<file path="config.mk">
export PLATFORM = sky130hd
export DESIGN_NAME = packet_dm_mem_req
export DESIGN_NICKNAME = d
export VERILOG_FILES = /design/src/rtl/packet_dm_mem_req.sv
export SDC_FILE = /design/constraint.sdc
export NUM_CORES = 1
export LEC_CHECK = 0
export ABC_AREA = 1
export CAP_MARGIN = 40
export CORE_UTILIZATION = 37
export CTS_BUF_LIST = sky130_fd_sc_hd__clkbuf_16
export DETAILED_ROUTE_END_ITERATION = 16
export HOLD_SLACK_MARGIN = 0.05
export PLACE_DENSITY = 0.84
export SETUP_SLACK_MARGIN = 0.02
export SYNTH_ARGS = -nofsm -noshare
export SYNTH_HDL_FRONTEND = slang
export SYNTH_SLANG_ARGS = --single-unit
</file>
<file path="constraint.sdc">
create_clock -name clk -period 1.2 [get_ports clk]
set_input_delay 0.24 -clock clk [delete_from_list [all_inputs] [get_ports clk]]
set_output_delay 0.24 -clock clk [all_outputs]
set_load 0.005 [all_outputs]
</file>
<file path="src/rtl/packet_dm_mem_req.sv">
// rtl/packet_dm_mem_req.sv - EMIF DFH register block with memory-subsystem reset/calibration FSM
module packet_dm_mem_req #(
    parameter int          NUM_CH  = 4,
    parameter logic [11:0] FEAT_ID = 12'h009,
    parameter logic [23:0] NXT_DFH = 24'h001000,
    parameter logic        EOL     = 1'b0
) (
    input  logic              clk,
    input  logic              rst,
    input  logic              req_valid,
    output logic              req_ready,
    input  logic [1:0]        req_type,
    input  logic [11:0]       req_addr,
    input  logic              req_dw64,
    input  logic [9:0]        req_tag,
    input  logic [63:0]       req_wdata,
    output logic              cpl_valid,
    input  logic              cpl_ready,
    output logic [9:0]        cpl_tag,
    output logic [2:0]        cpl_status,
    output logic              cpl_has_data,
    output logic [63:0]       cpl_data,
    output logic              mem_ss_rst_req,
    input  logic              mem_ss_rst_ack_n,
    input  logic [NUM_CH-1:0] mem_ss_cal_success,
    input  logic [NUM_CH-1:0] mem_ss_cal_fail
);

    typedef enum logic [1:0] {RST_REQ, WAIT_CAL, READY} mem_state_t;
    typedef enum logic [1:0] {P_IDLE, P_ACC, P_RSP, P_CPL} phase_t;

    localparam logic [NUM_CH-1:0] CH_MASK = '1;
    localparam logic [2:0]        ST_SC   = 3'b000;
    localparam logic [2:0]        ST_UR   = 3'b001;

    mem_state_t        state;
    phase_t            phase;
    logic [NUM_CH-1:0] cal_ok;
    logic [NUM_CH-1:0] cal_bad;
    logic [1:0]        p_type;
    logic [11:0]       p_addr;
    logic              p_dw64;
    logic [9:0]        p_tag;
    logic              accept;
    logic              ctrl_start;
    logic              misaligned;
    logic [63:0]       dfh_v;
    logic [63:0]       cap_v;
    logic [63:0]       status_v;
    logic [63:0]       reg_v;
    logic [63:0]       rd_data;

    assign accept     = req_valid && req_ready;
    // Only the CONTROL lower dword is writable; bit0 kicks a subsystem reset.
    assign ctrl_start = accept && (req_type == 2'b01) && (req_addr == 12'h018) && req_wdata[0];

    always_comb begin
        dfh_v              = {4'h3, 19'h0, EOL, NXT_DFH, 4'h0, FEAT_ID};
        cap_v              = '0;
        cap_v[NUM_CH-1:0]  = CH_MASK;
        status_v           = '0;
        status_v[63]       = (state == READY);
        if (state != RST_REQ) begin
            status_v[NUM_CH-1:0] = cal_ok;
            status_v[NUM_CH+7:8] = cal_bad;
        end
        case (p_addr[11:3])
            9'd0:    reg_v = dfh_v;
            9'd1:    reg_v = cap_v;
            9'd2:    reg_v = status_v;
            default: reg_v = '0;
        endcase
        misaligned = p_dw64 ? (p_addr[2:0] != 3'd0) : (p_addr[1:0] != 2'd0);
        rd_data    = p_dw64 ? reg_v : {32'h0, (p_addr[2] ? reg_v[63:32] : reg_v[31:0])};
    end

    always_ff @(posedge clk) begin
        if (rst) begin
            state          <= RST_REQ;
            mem_ss_rst_req <= 1'b1;
            cal_ok         <= '0;
            cal_bad        <= '0;
        end else begin
            cal_ok  <= mem_ss_cal_success;
            cal_bad <= mem_ss_cal_fail;
            if (ctrl_start) begin
                state          <= RST_REQ;
                mem_ss_rst_req <= 1'b1;
            end else begin
                case (state)
                    RST_REQ: if (!mem_ss_rst_ack_n) begin
                        state          <= WAIT_CAL;
                        mem_ss_rst_req <= 1'b0;
                    end
                    WAIT_CAL: if ((mem_ss_cal_success & CH_MASK) == CH_MASK) state <= READY;
                    default: ;
                endcase
            end
        end
    end

    // Request sequencer: capture, build response, present, wait for handshake.
    always_ff @(posedge clk) begin
        if (rst) begin
            phase        <= P_IDLE;
            req_ready    <= 1'b0;
            cpl_valid    <= 1'b0;
            cpl_tag      <= '0;
            cpl_status   <= '0;
            cpl_has_data <= 1'b0;
            cpl_data     <= '0;
            p_type       <= '0;
            p_addr       <= '0;
            p_dw64       <= 1'b0;
            p_tag        <= '0;
        end else begin
            case (phase)
                P_IDLE: begin
                    if (accept) begin
                        req_ready <= 1'b0;
                        p_type    <= req_type;
                        p_addr    <= req_addr;
                        p_dw64    <= req_dw64;
                        p_tag     <= req_tag;
                        phase     <= P_ACC;
                    end else begin
                        req_ready <= 1'b1;
                    end
                end
                P_ACC: begin
                    if (p_type == 2'b00 || p_type == 2'b10) begin
                        cpl_tag      <= p_tag;
                        cpl_has_data <= (p_type == 2'b00);
                        cpl_status   <= (p_type == 2'b10 || misaligned) ? ST_UR : ST_SC;
                        cpl_data     <= (p_type == 2'b00 && !misaligned) ? rd_data : 64'h0;
                        phase        <= P_RSP;
                    end else begin
                        req_ready <= 1'b1;
                        phase     <= P_IDLE;
                    end
                end
                P_RSP: begin
                    cpl_valid <= 1'b1;
                    phase     <= P_CPL;
                end
                default: begin
                    if (cpl_ready) begin
                        cpl_valid <= 1'b0;
                        req_ready <= 1'b1;
                        phase     <= P_IDLE;
                    end
                end
            endcase
        end
    end

endmodule

</file>
==> results.py, run 1 <==
metrics = {
    "timing": {
        "grt_setup_unrepaired": "true",
        "timing.clock.skew_ns": 0.00631,
        "max_freq_mhz": 831,
        "tns_ns": -0.00309,
        "final_min_period_over_clock_period_pct": 100,
        "post-route-worst-setup-slack_ns": -0.00309,
        "final.hold.worst_slack_ns": 0.432,
        "maxSlewViolCount": 0,
        "final.min_clock_period_ns": 1.20,
        "setup-violations-final": 1,
        "report.final.hold_viol_count": 0,
    },
    "clock_network": {
        "clock_latency_ns": 0.33,
        "cts-buffers-inserted": 9,
        "h-tree-depth": 3,
        "root_buffer": "sky130_fd_sc_hd__clkbuf_16",
        "tritoncts_num_sinks": 65,
        "clk_pin_slew_worst_paths_ns": 0.06,
        "clk_path_buf_depth": 2,
        "cts_tree": "done",
    },
    "die": {
        "die_h_um": 91.3,
        "die_width_um": 91.3,
        "row_count": 32,
        "initial_utilization_pct": 38.2,
        "design.portCount": 183,
        "die_area_sq_um": 8340,
        "placeableCoreArea_sq_um": 7730,
    },
    "global_route": {
        "gr-usage-all-layers_pct": 16.6,
        "grt_pass1_vias": 2338,
        "grt_start_max_net_pins": 25,
        "antenna_found_initial": 0,
        "first_pass_grt_wire_length_um": 10600,
        "grt_overflow_total": 0,
    },
    "yosys": {
        "syn-cell-area_sq_um": 2950,
        "synth-main-ff-cell": "sky130_fd_sc_hd__dfxtp_1",
        "average_footprint_of_a_synthesized_cell_sq_um": 7.63,
        "syn-instance-count": 387,
        "postSynth.asyncResetShare_pct": 0,
        "synth_seq_cells": 65,
        "netlist.top_cell.by_area": "sky130_fd_sc_hd__dfxtp_1",
        "synth_top_area_share_pct": 44.1,
        "synth-seq-area-share_pct": 44.1,
        "yosys.cell_types.count": 26,
        "synth.yosys.warnings": 0,
        "netlist_top_cells_area": "sky130_fd_sc_hd__dfxtp_1 44%, sky130_fd_sc_hd__buf_4 14%, sky130_fd_sc_hd__nor2_1 10%",
        "synth_enable_flop_cells": 0,
    },
    "power": {
        "pwr-share-seq_pct": 33.1,
        "clock_power_share_pct": 29.8,
        "cellLeakagePower_uw": 0.00188,
        "combinationalPowerShare_pct": 37.1,
        "power.share.switching_pct": 34.8,
        "p_int_uw": 6060,
        "ir_worst_vdd_v": 0.000998,
        "power.switching_uw": 3230,
        "power.density_cell_area_nw_per_um2": 2220,
    },
    "layout": {
        "n_antenna_cell": 0,
        "synthToLayoutAreaGrowth_pct": 41.7,
        "drive_above_1_share_pct": 20.9,
        "sequential_cell_area_sq_um": 1320,
        "final.fill_count": 683,
        "mostFrequentLayoutCells": "74 x sky130_fd_sc_hd__nor2_1, 54 x sky130_fd_sc_hd__dfxtp_1, 52 x sky130_fd_sc_hd__conb_1, 38 x sky130_fd_sc_hd__clkdlybuf4s50_1, 34 x sky130_fd_sc_hd__nand2_1",
        "most_common_cell_after_layout_fill_and_taps_aside": "sky130_fd_sc_hd__nor2_1",
        "num-nets-final": 580,
        "multi_input_area_sq_um": 1380,
    },
    "setup_path": {
        "arrival_ns": 1.46,
        "critical_path.startpoint_type": "flop",
        "cp_slowest_stage_delay_ns": 0.36,
        "ff2ff_path_depth": 6,
        "critPathMaxFanout": 6,
        "reg2reg_slack_ns": -0.003,
        "critical-path-slowest-cell": "sky130_fd_sc_hd__dfxtp_4",
        "timing.critical_path.buf_inv": 1,
        "path_class": "reg -> reg",
        "cp-end-kind": "flop",
        "critical_path.reg2reg.endpoint": "cpl_data[10]$_SDFFE_PP0P_",
        "r2r-start": "phase[1]$_SDFFE_PP0P_",
        "worst-endpoint-required_ns": 1.46,
        "path_cells": "nor2_4 -> nand2_4 -> nor2_8 -> buf_6 -> nand4_1 -> a21oi_1",
        "critical_path.top_delay_family": "simple AND/OR/NAND/NOR gates",
    },
    "hold_path": {
        "hold_path_sink": "cpl_has_data$_SDFFE_PP0P_",
        "worst_hold_path_type": "reg -> reg",
        "whs_path_depth": 1,
        "hold_start": "p_type[1]$_SDFFE_PP0P_",
    },
    "drt": {
        "wl_per_cell_um": 12.2,
        "detail_route.vias_per_cell": 4.47,
        "detail_route.drc_violations": 0,
        "drt-total-wl_um": 7130,
        "drt_first_iter_violations": 140,
        "drt_first_pass_iters": 4,
        "vias": 2617,
        "detail-route-antenna-nets": 0,
    },
    "placement": {
        "place.port_buffers": 67,
        "routability_driven_placement_congestion_ratio": 0.822,
        "detailed_place_hpwl_um": 4720,
    },
    "run_status": {
        "run_status": "complete, but fails checks",
        "violations": "setup timing",
    },
    "job": {
        "number_of_max_capacitance_violations_reported": 0,
    },
}
## cell type report
type	instances	area share, %
clock buffer	9	5.39
clock inverter	7	2.24
inverter	33	3.32
multi-input combinational	273	32.9
sequential	65	31.5
tap	102	3.05
timing repair buffer	96	21.6
## state kept, by name, indices dropped and copies added, names as in the netlist
signal / flops
cal_bad: 4
cal_ok: 4
cpl_data: 13
cpl_has_data: 1
cpl_status: 1
cpl_tag: 10
cpl_valid: 1
mem_ss_rst_req: 1
p_addr: 12
p_dw64: 1
p_tag: 10
p_type: 2
phase: 2
req_ready: 1
state: 2
## repair_timing
action	CTS	global route
endpoints found under the setup margin	57	47
pin swaps	2	21
hold buffers	0	0
buffers inserted	3	5
gates cloned	0	1
endpoints found under the hold margin	0	0
resized for setup	45	77
## per-layer routing
metal  global-route usage, %  up-vias  part of all wire, %
met2                    30.6      127                   54
met3                    4.94       12                  5.5
met1                    17.8     1171                   39
li1                        -     1307                    -
met5                       0        -                    0
met4                    6.35        0                  1.6
## power by group through the flow
stage | sequential, uW | combinational, uW | clock [uW]
3_5_place_dp | 3040 | 2840 | 0
5_1_grt | 3140 | 3770 | 2920
3_3_place_gp | 3000 | 2740 | 0
4_1_cts | 2990 | 2840 | 2820
2_1_floorplan | 3030 | 1840 | 0
6_report | 3080 | 3450 | 2770
## worst max-delay path by stage
stage	to	startpoint	cells past startpoint	slack, ns
after floorplan	p_addr[10]$_SDFFE_PP0P_	phase[1]$_SDFFE_PP0P_	5	0.12
after global placement	p_tag[9]$_SDFFE_PP0P_	req_valid	6	-0.25
after detailed placement	p_tag[4]$_SDFFE_PP0P_	req_valid	6	-0.29
after CTS	cpl_data[1]$_SDFFE_PP0P_	p_addr[8]$_SDFFE_PP0P_	7	0.03
after global routing	cpl_data[2]$_SDFFE_PP0P_	p_addr[10]$_SDFFE_PP0P_	7	-0.05
final	cpl_data[10]$_SDFFE_PP0P_	phase[1]$_SDFFE_PP0P_	6	-0.003
## cell usage after synthesis, drive strengths merged, types with 2 or more instances
cell     n
o21ai   39
buf     60
a21oi   28
nor2    90
inv     33
nand2   37
nand3   14
dfxtp   65
clkbuf   7
nand4    8
nor3     2
## cell families (layout without fill, tap and decap cells)
logic type | count (synthesis) | after routing | synth area share [%]
AOI/OAI and AO/OA | 68 | 68 | 11.6
DFF | 65 | 65 | 44.1
buffers and inverters | 100 | 145 | 20.8
and+or+nand+nor | 153 | 153 | 23.4
other | 1 | 52 | 0.127
## per-stage QoR
stage	util (%)	cell area [sq um]	total power [uW]	std cells	setup WS, ns
after floorplan	-	3140	4860	438	0.123
after global placement	47.0	3630	5740	560	-0.246
after detailed placement	47.0	3630	5870	560	-0.289
after CTS	51.2	3950	8650	579	0.0277
after global routing	54.1	4180	9830	585	-0.0527
final	54.1	4180	9300	585	-0.00309
Note: power is estimated with default switching activity, not from simulation.
==> run 2: changes to the inputs <==
--- a/config.mk
+++ b/config.mk
@@ -6,6 +6,7 @@
 export NUM_CORES = 1
 export LEC_CHECK = 0
 export ABC_AREA = 1
+export ABC_CLOCK_PERIOD_IN_PS = 1200
 export CAP_MARGIN = 40
 export CORE_UTILIZATION = 37
 export CTS_BUF_LIST = sky130_fd_sc_hd__clkbuf_16
==> results of run 2 <==
Final layout, timing and power as in run 1 (identical DEF).
